--- src/rtl/bcp_pkg.sv ---
// Shared types and constants for the clause-level BCP sweep controller.
// Literals are signed; zero marks an empty slot within a clause.
package bcp_pkg;

   localparam int LIT_INDEX_MAX = 1024;
   localparam int CLA_LENGTH    = 3;
   localparam int LW            = $clog2(LIT_INDEX_MAX) + 1;
   localparam int NW            = $clog2(CLA_LENGTH + 1);

   typedef logic signed [LW-1:0] lit_t;
   typedef lit_t [CLA_LENGTH-1:0] clause_t;

   typedef enum logic [1:0] {
      S_IDLE,
      S_SWEEP,
      S_CONFLICT
   } sweep_state_e;

endpackage

--- src/rtl/bcp_imp_fifo.sv ---
// Implication FIFO with full/empty flags, flush, and a parallel compare of a
// candidate literal (and its negation) against every occupied entry.
module bcp_imp_fifo #(
   parameter int DEPTH = 8,
   parameter int W     = 11,
   localparam int AW   = $clog2(DEPTH)
) (
   input  logic         clk,
   input  logic         rst_n,
   input  logic         flush,
   input  logic         push,
   input  logic [W-1:0] push_data,
   input  logic         pop,
   output logic         full,
   output logic         empty,
   output logic [W-1:0] head,
   input  logic [W-1:0] cmp_lit,
   output logic         cmp_eq,
   output logic         cmp_neg
);

   logic [W-1:0] mem [DEPTH];
   logic [AW:0]  wr_q;
   logic [AW:0]  rd_q;
   logic [AW:0]  count;
   logic         do_push;
   logic         do_pop;

   assign count   = wr_q - rd_q;
   assign full    = (count == (AW+1)'(DEPTH));
   assign empty   = (wr_q == rd_q);
   assign head    = empty ? '0 : mem[rd_q[AW-1:0]];
   // A full FIFO still accepts a push when the head leaves in the same cycle.
   assign do_push = push && (!full || pop);
   assign do_pop  = pop && !empty;

   always_ff @(posedge clk or negedge rst_n) begin
      if (!rst_n) begin
         wr_q <= '0;
         rd_q <= '0;
      end else if (flush) begin
         wr_q <= '0;
         rd_q <= '0;
      end else begin
         if (do_push) wr_q <= wr_q + 1'b1;
         if (do_pop)  rd_q <= rd_q + 1'b1;
      end
   end

   always_ff @(posedge clk) begin
      if (do_push && !flush) mem[wr_q[AW-1:0]] <= push_data;
   end

   always_comb begin
      cmp_eq  = 1'b0;
      cmp_neg = 1'b0;
      for (int k = 0; k < DEPTH; k++) begin
         if ((AW+1)'(k) < count) begin
            if (mem[rd_q[AW-1:0] + AW'(k)] == cmp_lit)  cmp_eq  = 1'b1;
            if (mem[rd_q[AW-1:0] + AW'(k)] == -cmp_lit) cmp_neg = 1'b1;
         end
      end
   end

endmodule

--- src/rtl/bcp_sweep_ctrl.sv ---
// Sequential BCP driver: sweeps the clause buffer once per decision, prunes
// clauses, emits implications and flags conflicts. Optional: BCP_IMP_DEDUP_EN.
module bcp_sweep_ctrl
   import bcp_pkg::*;
#(
   parameter int NUM_CLAUSES    = 16,
   parameter int IMP_FIFO_DEPTH = 8,
   localparam int CW            = $clog2(NUM_CLAUSES)
) (
   input  logic                         clk,
   input  logic                         rst_n,
   input  logic                         load_valid,
   input  logic [CW-1:0]                load_idx,
   input  logic signed [CLA_LENGTH*LW-1:0] load_clause,
   input  logic                         dec_valid,
   output logic                         dec_ready,
   input  logic signed [LW-1:0]         dec_lit,
   output logic                         imp_valid,
   input  logic                         imp_ready,
   output logic signed [LW-1:0]         imp_lit,
   output logic                         conflict,
   output logic [CW-1:0]                conflict_idx,
   output logic                         sweep_done,
   output logic                         sat_all,
   output logic                         busy,
   input  logic                         clear
);

   localparam logic [CW-1:0] LAST_IDX = CW'(NUM_CLAUSES - 1);

   sweep_state_e     state_q, state_d;
   lit_t             d_q;
   logic [CW-1:0]    idx_q;
   logic [NUM_CLAUSES-1:0] valid_q, valid_d;
   clause_t          clauses [NUM_CLAUSES];

   clause_t          cur, pruned;
   lit_t             neg_d, rem;
   logic             hit;
   logic [NW-1:0]    n;

   logic             load_en, dec_take, pop;
   logic             idx_adv, wb, retire, push, go_conflict, finish;
   logic             fifo_full, fifo_empty, cmp_eq, cmp_neg;
   logic [LW-1:0]    fifo_head;

   assign load_en   = (state_q == S_IDLE) && load_valid;
   assign dec_ready = (state_q == S_IDLE) && !clear;
   assign dec_take  = dec_ready && dec_valid;
   assign pop       = imp_valid && imp_ready;
   assign busy      = (state_q != S_IDLE);
   assign conflict  = (state_q == S_CONFLICT);
   assign imp_valid = !fifo_empty;
   assign imp_lit   = fifo_head;

   // Prune the entry under the sweep pointer and count what survives.
   always_comb begin
      cur   = clauses[idx_q];
      neg_d = -d_q;
      hit   = 1'b0;
      n     = '0;
      rem   = '0;
      pruned = cur;
      for (int k = 0; k < CLA_LENGTH; k++) begin
         if (cur[k] == d_q) hit = 1'b1;
         pruned[k] = (cur[k] == neg_d) ? lit_t'(0) : cur[k];
         if (pruned[k] != lit_t'(0)) begin
            n   = n + 1'b1;
            rem = pruned[k];
         end
      end
   end

   always_comb begin
      state_d     = state_q;
      idx_adv     = 1'b0;
      wb          = 1'b0;
      retire      = 1'b0;
      push        = 1'b0;
      go_conflict = 1'b0;
      finish      = 1'b0;
      case (state_q)
         S_IDLE: begin
            if (dec_take) state_d = S_SWEEP;
         end
         S_SWEEP: begin
            if (!valid_q[idx_q]) begin
               idx_adv = 1'b1;
            end else if (hit) begin
               retire  = 1'b1;
               idx_adv = 1'b1;
            end else if (n == NW'(0)) begin
               wb          = 1'b1;
               go_conflict = 1'b1;
            end else if (n == NW'(1)) begin
`ifdef BCP_IMP_DEDUP_EN
               if (cmp_neg) begin
                  wb          = 1'b1;
                  go_conflict = 1'b1;
               end else if (cmp_eq) begin
                  wb      = 1'b1;
                  idx_adv = 1'b1;
               end else if (!fifo_full || pop) begin
                  wb      = 1'b1;
                  push    = 1'b1;
                  idx_adv = 1'b1;
               end
`else
               if (!fifo_full || pop) begin
                  wb      = 1'b1;
                  push    = 1'b1;
                  idx_adv = 1'b1;
               end
`endif
            end else begin
               wb      = 1'b1;
               idx_adv = 1'b1;
            end
            if (go_conflict) begin
               state_d = S_CONFLICT;
            end else if (idx_adv && (idx_q == LAST_IDX)) begin
               state_d = S_IDLE;
               finish  = 1'b1;
            end
         end
         S_CONFLICT: begin
            state_d = S_CONFLICT;
         end
         default: state_d = S_IDLE;
      endcase
      // An abort discards whatever the current evaluation would have done.
      if (clear) begin
         state_d     = S_IDLE;
         idx_adv     = 1'b0;
         wb          = 1'b0;
         retire      = 1'b0;
         push        = 1'b0;
         go_conflict = 1'b0;
         finish      = 1'b0;
      end
   end

   always_comb begin
      valid_d = valid_q;
      if (load_en) valid_d[load_idx] = 1'b1;
      if (retire)  valid_d[idx_q]    = 1'b0;
   end

   always_ff @(posedge clk or negedge rst_n) begin
      if (!rst_n) begin
         state_q      <= S_IDLE;
         d_q          <= '0;
         idx_q        <= '0;
         valid_q      <= '0;
         conflict_idx <= '0;
         sweep_done   <= 1'b0;
         sat_all      <= 1'b0;
      end else begin
         state_q    <= state_d;
         valid_q    <= valid_d;
         sweep_done <= finish;
         sat_all    <= finish && (valid_d == '0);
         if (dec_take) begin
            d_q   <= dec_lit;
            idx_q <= '0;
         end else if (idx_adv) begin
            idx_q <= idx_q + 1'b1;
         end
         if (go_conflict) conflict_idx <= idx_q;
      end
   end

   // Clause payload needs no reset: valid bits gate every use of it.
   always_ff @(posedge clk) begin
      if (load_en)  clauses[load_idx] <= clause_t'(load_clause);
      else if (wb)  clauses[idx_q]    <= pruned;
   end

   bcp_imp_fifo #(
      .DEPTH (IMP_FIFO_DEPTH),
      .W     (LW)
   ) u_imp_fifo (
      .clk       (clk),
      .rst_n     (rst_n),
      .flush     (clear),
      .push      (push),
      .push_data (rem),
      .pop       (pop),
      .full      (fifo_full),
      .empty     (fifo_empty),
      .head      (fifo_head),
      .cmp_lit   (rem),
      .cmp_eq    (cmp_eq),
      .cmp_neg   (cmp_neg)
   );

`ifndef BCP_IMP_DEDUP_EN
   logic unused_cmp;
   assign unused_cmp = cmp_eq | cmp_neg;
`endif

endmodule

--- config.mk ---
export PLATFORM = sky130hd
export DESIGN_NAME = bcp_sweep_ctrl
export DESIGN_NICKNAME = d
export VERILOG_FILES = /design/src/rtl/bcp_pkg.sv /design/src/rtl/bcp_imp_fifo.sv /design/src/rtl/bcp_sweep_ctrl.sv
export SDC_FILE = /design/constraint.sdc
export NUM_CORES = 1
export LEC_CHECK = 0
export ABC_AREA = 0
export CAP_MARGIN = 20
export CORE_MARGIN = 8
export CORE_UTILIZATION = 50
export DETAILED_ROUTE_END_ITERATION = 16
export PLACE_DENSITY = 0.79
export SLEW_MARGIN = 40
export SYNTH_ARGS = -nofsm -noshare
export SYNTH_HDL_FRONTEND = slang
export SYNTH_SLANG_ARGS = --single-unit
--- constraint.sdc ---
create_clock -name clk -period 7.4 [get_ports clk]
set_clock_uncertainty 0.15 [all_clocks]
set_input_delay 0.74 -clock clk [delete_from_list [all_inputs] [get_ports clk]]
set_output_delay 0.74 -clock clk [all_outputs]
set_load 0.1 [all_outputs]
=== Yosys cells after proc, flatten, opt, wreduce, memory -nomap -nowiden ===
Memories as Yosys holds them, arrays and structs flattened.
Cells that the tools add are included.

* Flip-flop bits (word level): 47
* Memory bits (writable): 616
* Input port bits: 54
* Output and inout bits: 21
* Word-level logic and storage cells: 141
* Memories kept: 2

{| class="wikitable"
|+ Memories
! name !! depth !! bits a word !! rd ports !! clocked after Yosys merged registers in !! write ports !! RTL line !! text
|-
| clauses || 16 || 33 || 1 || 0 || 1 || bcp_sweep_ctrl.sv:35 || <nowiki>clause_t clauses [NUM_CLAUSES];</nowiki>
|-
| u_imp_fifo.mem || 8 || 11 || 1 || 0 || 1 || bcp_imp_fifo.sv:22 || <nowiki>logic [W-1:0] mem [DEPTH];</nowiki>
|}

* Add/subtract/negate cells: 7
* $lt $le $gt $ge: 4
* Eq/ne operators: 14
* Muxes and demuxes: 75
* Bitwise operators: 3
* Reductions and logical operators: 27

{| class="wikitable"
|+ Operators by type and width
! kind !! number
|-
| 2-to-1 mux 11 bit || 7
|-
| == test 11 bit || 6
|-
| 2-to-1 mux 1 bit || 48
|-
| 2-to-1 mux 33 bit || 1
|-
| nonzero test 11 bit || 3
|-
| OR reduction 33 bit || 1
|-
| 2-to-1 mux 16 bit || 2
|-
| 2-to-1 mux 4 bit || 7
|-
| bitwise AND 16 bit || 1
|-
| logical NOT 16 bit || 1
|-
| inverter 16 bit || 1
|-
| OR 16 bit || 1
|-
| adder 4 x 1 -> 4 bit (second input constant) || 3
|-
| 2-to-1 mux 2 bit || 6
|-
| logical AND 1 bit || 11
|-
| negator 11 bit || 1
|-
| less-than comparator 4 x 5 -> 1 bit (second input constant) || 2
|-
| demux 1 bit (select 4 bit) || 2
|-
| == test 4 bit (second input constant) || 2
|-
| >= comparator 4 x 1 -> 1 bit (second input constant) || 2
|-
| nonzero test 2 bit || 4
|-
| case mux 2 bit (3 select lines) || 1
|-
| adder 2 x 1 -> 2 bit (second input constant) || 2
|-
| binary-select mux 1 bit (select 4 bit) || 1
|-
| other kinds (10) || 14
|}

=== Logic depth before layout (Yosys ltp) ===
Gate-level depths: netlist of run 1.

* Depth in word-level cells: 21
* Gate-level depth with buffers: 24
* Depth with buffers taken out: 16

=== By module ===
From an unflattened synthesis of run 1, not the netlist that was laid out.

* Cell total of the unflattened synthesis: 2462
* Area, all modules: 34828.4 sq um

{| class="wikitable"
|+ By module, submodules not included
! module !! instances !! cells an instance !! area an instance (sq um) !! seq. area each (sq um)
|-
| bcp_sweep_ctrl || 1 || 1581 || 25273.0 || 16831.1
|-
| bcp_imp_fifo || 1 || 881 || 9555.4 || 2842.7
|}

=== Worst setup path after synthesis of run 1 ===
OpenSTA, ideal clock, no wires.

* Kind: flip-flop to flip-flop
* From: reg idx_q[0]
* To: mem clauses[0][10] (netlist name) (data pin)
* Library setup time: 392 ps
* Data arrival time: 5205 ps
* Data required time: 6858 ps
* Path slack: 1653 ps
* Stages on the path, launching flop included: 23
* Buffers on the path: 9
* Period minus slack after synthesis: 5747 ps
* Cell sequence: dfrtp_1 buf_4 buf_4 inv_2 buf_2 buf_2 buf_2 buf_2 nand2_1 and3_1 a21oi_1 xnor2_1 nand4_1 nor3_1 clkbuf_1 a41oi_1 ha_1 inv_1 nand2_1 o22ai_2 buf_2 buf_2 o41ai_1

* Cells in the longest elaborated chain, start to end: 21
* Elaborated cells on any way between the ends: 36
* Classes of those cells: add/sub (2); eq/ne (7); mux (21); reduce/logical (5); memory (1)

{| class="wikitable"
|+ Ends and longest elaborated chain
! what !! RTL line !! text
|-
| start: declaration || bcp_sweep_ctrl.sv:33 || <nowiki>logic [CW-1:0] idx_q;</nowiki>
|-
| start signal: assignment || bcp_sweep_ctrl.sv:167 || <nowiki>idx_q <= idx_q + 1'b1;</nowiki>
|-
| memory (16 x 33 bit) || - ||
|-
| == test 11 bit || bcp_sweep_ctrl.sv:66 || <nowiki>pruned[k] = (cur[k] == neg_d) ? lit_t'(0) : cur[k];</nowiki>
|-
| 2-to-1 mux 11 bit || bcp_sweep_ctrl.sv:66 ||
|-
| nonzero test 11 bit || bcp_sweep_ctrl.sv:67 || <nowiki>if (pruned[k] != lit_t'(0)) begin</nowiki>
|-
| 2-to-1 mux 1 bit || bcp_sweep_ctrl.sv:67 ||
|-
| adder 2 x 1 -> 2 bit || bcp_sweep_ctrl.sv:68 || <nowiki>n = n + 1'b1;</nowiki>
|-
| 2-to-1 mux 2 bit || bcp_sweep_ctrl.sv:67 ||
|-
| adder 2 x 1 -> 2 bit || bcp_sweep_ctrl.sv:68 ||
|-
| [... 5 more ...] || - ||
|-
| 2-to-1 mux 1 bit || bcp_sweep_ctrl.sv:87 || <nowiki>if (!valid_q[idx_q]) begin</nowiki>
|-
| 2-to-1 mux 1 bit || bcp_sweep_ctrl.sv:82 || <nowiki>case (state_q)</nowiki>
|-
| 2-to-1 mux 1 bit || bcp_sweep_ctrl.sv:132 || <nowiki>if (clear) begin</nowiki>
|-
| 2-to-1 mux 1 bit || bcp_sweep_ctrl.sv:176 || <nowiki>else if (wb) clauses[idx_q] <= pruned;</nowiki>
|-
| 2-to-1 mux 1 bit || bcp_sweep_ctrl.sv:175 || <nowiki>if (load_en) clauses[load_idx] <= clause_t'(load_clause);</nowiki>
|-
| 2-to-1 mux 1 bit (not written as such) || bcp_sweep_ctrl.sv:176 ||
|-
| OR reduction 33 bit (no source line) || - ||
|-
| 2-to-1 mux 33 bit (no source line) (*) || - ||
|-
| end: declaration || bcp_sweep_ctrl.sv:35 ||
|}

Mark *: on every way between the ends. The rest lies on a longest branch, timed or not. The select of a mux whose other input is x is not followed.

=== Worst setup path in the final report of run 1 ===
* From: reg idx_q[3]
* To: mem clauses[14][4] (netlist name) (data pin)

Same word-level chain as after synthesis.

==> results by group, run 1 <==
Status
  – Status: finished, final reports clean

Logic synthesis
  – Warnings from Yosys: 0
  – Post-synth EDFFs: 616
  – Avg Inst Size Synth: roughly 16 um2
  – Post-Synth XOR/XNOR Area: roughly 2.6%
  – Compound-gate portion of the synthesized area: 6.46%
  – Post-Synth Simple-Gate Area: around 5.5%
  – Synth area leader: edfxtp_1
  – Post-synth top area share: 62.8%
  – Post-Syn Area: 29500 um2
  – Synth Flop Type: edfxtp_1
  – Main area contributors after synthesis: edfxtp_1 63%, mux4_2 8.1%, dfrtp_1 4.0%
  – Syn Nets: 1860
  – Largest family of logic cells by synthesized area: multiplexers
  – #FFs+latches synth: 663
  – Mapped Cells: 1794
  – Mux share of post-synthesis cell area: 15.5%
  – Register area share after synthesis: 66.8%
  – Adder-cell share of the synthesized area: 0.510%
  – Asr flop ratio synth: 7.09%
  – Synth cell types: 87

Global route
  – GRT Resource Usage Total: 23.2%
  – Global route total overflow: 0
  – Vias in the first global route: 17.7k
  – Largest net degree at the start of global routing: 55
  – First-pass GRT wire length: ~120000 um
  – Initial antenna violation count: 0

Routing
  – Via/cell ratio: 6.44
  – DRC: 0
  – Vias: around 17k
  – Final ANT Viol Nets: 0
  – Initial DRC Count: between 2k and 2.5k
  – Avg WL per Cell: 29.0 um
  – Total wire length: 78600 um
  – Drt first pass iters: 7

Timing
  – Ratio of final minimum period to clock period: a little under 90%
  – Final setup viols: 0
  – F_max: roughly 0.16 GHz
  – Fin. max-slew vios: 0
  – Setup TNS: 0 ps
  – Slew HR: 41.5%
  – Worst slew pin tran: 875 ps
  – Tmin final: roughly 6400 ps
  – Hold Fails Final Rpt: 0
  – RSZ-0062 raised after global routing: no

Floorplan
  – Initial Util: 50.2%
  – Die Wd: 259 um
  – Ports: 75
  – DIE AREA: 66900 um2
  – FP Rows: a little under 90
  – Die extent in y: roughly 260 um
  – Core area: 58700 um2

Clock network
  – Root Driver: clkbuf_16
  – CTS tree: done
  – CTS clock-pin slew for the worst setup and hold paths: ~60 ps
  – Clk_lat worst skew: 620 ps
  – Setup bufs post-CTS: 0
  – Post-CTS Resized: 0
  – CTS buffer count: 68
  – CTS sink cnt: 663
  – Htree depth: 3
  – CTS hold repair buffers: 0
  – CTS max path bufs: 3

Placement
  – Placed cell count: approximately 2.6k
  – Post-DP HPWL: 50500 um
  – Gpl congestion: approximately 0.95
  – I/O Buffers: 74

Critical path
  – Critical Path RT: 7600 ps
  – Worst path slowest cell: dfrtp_4
  – R2R cell count: 19
  – Setup slack on the worst flop-to-flop path: 970 ps
  – Worst-path cell chain: buf_4 -> nor2b_1 -> buf_4 -> a22oi_1 -> o221ai_1 -> mux2i_1 -> xnor2_1 -> nand3_1 -> nor3_2 -> buf_4 -> a31oi_1 -> ha_1 -> inv_1 -> nand2_1 -> o22ai_4 -> buf_4 -> o21ai_0 -> o41ai_4 -> buf_4
  – Most used cell, CP: buf_4
  – CP max FO: 54
  – Worst path arrival time: between 6000 and 7000 ps
  – Crit path buf inv count: 6
  – WS Path Type: reg2reg
  – CP startpoint kind: register
  – CP endpoint kind: register
  – Worst r2r dst: clauses[14][4]$_DFFE_PP_
  – CP top delay family: buffers and inverters
  – CP max stage delay: 970 ps
  – Crit Reg-Reg Startpoint: idx_q[3]$_DFFE_PN0P_

Cells and area
  – Fillers: 4302
  – # diodes: 0
  – Fin cells: 2711
  – Area Growth Syn to Fin: 13.8%
  – Layout cells sized above 1: 21.2%
  – # nets final: about 2k

Pwr
  – Power density over cell area: 330 nW/um2
  – Leak pwr: 11.0 nW
  – Peak VDD IR: 240 uV

Hold path
  – Hold Crit Class: in2async

Flow run
  – Max cap viols: 0
-- layout by cell type, fill, tap and decap left out, types with 15 or more instances in the layout --
master,synthesis,final
mux2_2,61,61
nor2_1,47,45
o21ai_0,43,43
buf_4,13,49
clkinv_1,3,17
a31oi_1,19,19
xor2_1,30,30
nor3_1,19,17
mux4_2,106,106
inv_1,27,27
clkbuf_16,0,68
nand2_1,133,133
buf_2,26,22
o22ai_1,18,18
edfxtp_1,616,616
nor2b_1,23,21
mux2i_1,117,117
a21oi_1,48,48
clkdlybuf4s50_1,0,52
dfrtp_1,47,42
nand3_1,16,16
xnor2_1,59,59
o41ai_4,0,15
a22oi_1,26,26
-- power by group --
part / switching (mW) / internal (mW) / leakage (nW)
clock: 1.40 / 1.94 / 1.03
sequential: 0.167 / 4.48 / 6.14
combinational: 1.93 / 1.15 / 3.88
-- flip-flops by register name, indices dropped and copies added, names as in the netlist, 4 cells and up --
register,flops
clauses,528
u_imp_fifo.mem,88
valid_q,16
d_q,11
conflict_idx,4
idx_q,4
u_imp_fifo.rd_q,4
u_imp_fifo.wr_q,4
-- worst register-to-register path: stages, from the launching register on --
cell	delay, ps
dfrtp_4	970
buf_4	420
nor2b_1	120
buf_4	220
a22oi_1	250
o221ai_1	200
mux2i_1	530
xnor2_1	190
nand3_1	110
nor3_2	150
buf_4	300
a31oi_1	140
ha_1	470
inv_1	130
nand2_1	130
o22ai_4	100
buf_4	340
o21ai_0	720
o41ai_4	260
buf_4	250
-- worst max path at each step --
stage	startpoint	to	cells past startpoint
finish	idx_q[3]$_DFFE_PN0P_	clauses[14][4]$_DFFE_PP_	19
global route	idx_q[1]$_DFFE_PN0P_	clauses[13][3]$_DFFE_PP_	16
CTS	idx_q[3]$_DFFE_PN0P_	clauses[13][3]$_DFFE_PP_	14
detailed placement	idx_q[3]$_DFFE_PN0P_	clauses[5][4]$_DFFE_PP_	14
global placement	idx_q[1]$_DFFE_PN0P_	clauses[6][2]$_DFFE_PP_	14
floorplan	idx_q[0]$_DFFE_PN0P_	clauses[0][10]$_DFFE_PP_	22
-- cell type report --
type                    instances  area, um2  area share (%)
flip-flops and latches        663      19700            58.7
clock buffers                  82       1760            5.26
clock inverters                34        367            1.09
well taps                     773        967            2.88
inverters                      32        120           0.358
repair buffers                140       1290            3.86
multi-input cells             987       9330            27.8
-- metrics by stage --
step	area [um2]	power (mW)	hold WS [ps]	utilization, %	setup WS [ps]
5_1_grt	33500	11.4	171	57.1	766
6_report	33500	11.1	121	57.1	973
2_1_floorplan	29500	6.74	294	-	1650
3_5_place_dp	31300	7.72	345	53.4	1160
4_1_cts	33500	11.0	119	57.0	1130
3_3_place_gp	31200	7.61	335	53.2	953
-- Yosys cell counts, types with 13 or more instances --
cell type	number
nor2b_1	23
o22ai_1	18
clkbuf_1	44
o41ai_1	19
a22o_1	14
xnor2_1	59
a21oi_1	48
nand2_1	133
buf_6	13
xor2_1	30
a31oi_1	19
buf_2	26
inv_1	27
mux2i_1	117
buf_4	13
nor3_1	19
nand3_1	16
edfxtp_1	616
mux2_2	61
nor2_1	47
o21ai_0	43
mux4_2	106
dfrtp_1	47
a22oi_1	26
-- logic make-up after synthesis --
family / count (synthesis)
buffers and inverters: 144
adders and majority gates: 12
AOI/OAI and AO/OA: 268
and+or+nand+nor: 320
DFF: 663
xor gates and xnor gates: 89
muxes: 298
-- per-layer routing --
metal  track usage (%)  part of all wire [%]
met1              30.6                    39
met2              36.6                    47
met3              5.63                   9.9
met4              10.5                   4.7
met5                 0                     0
Power figures use the tool's default switching activity.
==> inputs of run 2 (changes only) <==
--- a/config.mk
+++ b/config.mk
@@ -9,9 +9,12 @@
 export CAP_MARGIN = 20
 export CORE_MARGIN = 8
 export CORE_UTILIZATION = 50
+export CTS_CLUSTER_SIZE = 10
 export DETAILED_ROUTE_END_ITERATION = 16
-export PLACE_DENSITY = 0.79
+export PLACE_DENSITY = 0.78
+export RECOVER_POWER = 25
 export SLEW_MARGIN = 40
 export SYNTH_ARGS = -nofsm -noshare
 export SYNTH_HDL_FRONTEND = slang
+export SYNTH_HIERARCHICAL = 1
 export SYNTH_SLANG_ARGS = --single-unit
==> results by group, run 2 <==
Clock network
  – CTS max path bufs: 3
  – CTS buffer count: 77
  – Root Driver: clkbuf_16
  – Post-CTS Resized: 0
  – CTS sink cnt: 663
  – CTS tree: done
  – CTS clock-pin slew for the worst setup and hold paths: 60 ps
  – Setup bufs post-CTS: 0
  – Htree depth: 3
  – CTS hold repair buffers: 0
  – Clk_lat worst skew: 650 ps

Timing
  – Setup TNS: 0 ps
  – Hold Fails Final Rpt: 0
  – Tmin final: 6920 ps
  – F_max: 0.145 GHz
  – Hold_ws: approximately 370 ps
  – Ratio of final minimum period to clock period: ~93%
  – Final WS setup: ~480 ps
  – RSZ-0062 raised after global routing: no
  – Worst slew pin tran: around 3000 ps
  – Final setup viols: 0
  – Fin. max-slew vios: 49
  – Slew HR: -100%

Cells and area
  – Layout cells sized above 1: 20.9%
  – Register with the most flip-flops: clauses
  – Most frequent cells in the layout: 616 x edfxtp_1, 110 x mux2_2, 101 x mux2i_1
  – Design area: 33500 um2
  – Max reg flops: approximately 530
  – # nets final: 2044
  – Area Growth Syn to Fin: 13.8%
  – Most common cell after layout, fill and taps aside: edfxtp_1

Logic synthesis
  – Mapped Cells: 1854
  – Post-Syn Area: 29400 um2
  – Syn Nets: 1923
  – Avg Inst Size Synth: between 15 and 20 um2
  – Warnings from Yosys: 6

Pwr
  – Peak VDD IR: 228 uV
  – Leak pwr: 10.9 nW
  – Power density over cell area: 345 nW/um2
  – Total Power: 11.5 mW

Routing
  – Total wire length: 87500 um
  – Via/cell ratio: 6.55
  – Drt first pass iters: 6
  – Avg WL per Cell: around 32 um
  – Final ANT Viol Nets: 0
  – Initial DRC Count: 2363
  – DRC: 0
  – Vias: 18.2k

Floorplan
  – Initial Util: approximately 50%
  – Die extent in y: 258 um
  – Ports: 75
  – FP Rows: 89
  – Core area: around 60000 um2
  – DIE AREA: 66800 um2
  – Die Wd: 258 um

Critical path
  – CP max FO: approximately 40
  – Worst path arrival time: 7060 ps
  – CP endpoint kind: register
  – Critical Path RT: between 7000 and 8000 ps
  – Crit Reg-Reg Startpoint: idx_q[0]$_DFFE_PN0P_
  – R2R cell count: 17
  – CP startpoint kind: register
  – Setup slack on the worst flop-to-flop path: 480 ps
  – WS Path Type: reg2reg
  – Worst r2r dst: clauses[12][9]$_DFFE_PP_

Hold path
  – Hold path endpoint: conflict_idx[1]$_DFFE_PN0P_
  – Min-delay src: conflict_idx[1]$_DFFE_PN0P_
  – Hold Crit Class: reg2reg
  – Hold depth: 1

Placement
  – Gpl congestion: between 1 and 1.5
  – I/O Buffers: 74
  – Placed instance area: 31400 um2
  – Pre-CTS WS: 838 ps
  – Post-DP HPWL: just under 60000 um

Global route
  – Largest net degree at the start of global routing: 48
  – Initial antenna violation count: 1
  – Global route total overflow: 0
  – GRT Resource Usage Total: 25.9%
  – Vias in the first global route: ~18k
  – First-pass GRT wire length: 127000 um

Flow run
  – Max cap viols: 2

Status
  – Status: finished, violations left
  – Failing checks: capacitance limit, slew limit
run 2: worst max path at each step:
stage | start | endpoint | slack (ps) | depth (start not counted)
2_1_floorplan | idx_q[0]$_DFFE_PN0P_ | clauses[2][0]$_DFFE_PP_ | -780 | 18
3_3_place_gp | idx_q[0]$_DFFE_PN0P_ | clauses[9][27]$_DFFE_PP_ | 890 | 16
3_5_place_dp | idx_q[0]$_DFFE_PN0P_ | clauses[9][23]$_DFFE_PP_ | 840 | 16
4_1_cts | idx_q[0]$_DFFE_PN0P_ | clauses[2][14]$_DFFE_PP_ | 740 | 17
5_1_grt | idx_q[0]$_DFFE_PN0P_ | idx_q[1]$_DFFE_PN0P_ | 210 | 17
6_report | idx_q[0]$_DFFE_PN0P_ | clauses[12][9]$_DFFE_PP_ | 480 | 17
run 2: worst max-delay path, stage by stage (launching register included):
cell and delay, ps:
dfrtp_4 860, buf_12 380, buf_4 320, mux4_2 530, mux2i_1 350, mux2_1 320, xor2_1 110, o2111ai_1 200
nor4_4 60, a21oi_1 380, inv_1 150, ha_1 390, nand2b_1 130, mux2i_1 120, a211o_4 510, buf_4 250
o22ai_2 770, buf_4 490
run 2: cell type report:
type	instances	area, um2
clock inverters	11	188
multi-input cells	1034	9190
flip-flops and latches	663	19700
clock buffers	93	2010
diodes	1	2.50
repair buffers	166	1300
inverters	33	124
fillers	4431	25100
well taps	773	967
run 2: routing by layer:
layer / vias to the layer above / wire (um) / part of all wire (%) / track usage (%)
li1: 7499 / - / - / -
met4: 2 / 4400 / 5.0 / 12.5
met5: - / 12 / 0.014 / 0
met3: 270 / 9500 / 11 / 5.86
met1: 9186 / 33200 / 38 / 34.9
met2: 1214 / 40400 / 46 / 39.8
run 2: per-stage QoR:
step,std cells,util (%)
global route,2773,57.1
global placement,2667,53.7
finish,2774,57.1
CTS,2773,57.3
detailed placement,2669,53.6
floorplan,1854,-
run 2: power by group:
part / total (mW) / switching [mW] / internal, mW
Sequential: 4.63 / 0.174 / 4.46
Clock: 3.42 / 1.47 / 1.95
Combinational: 3.49 / 2.22 / 1.27
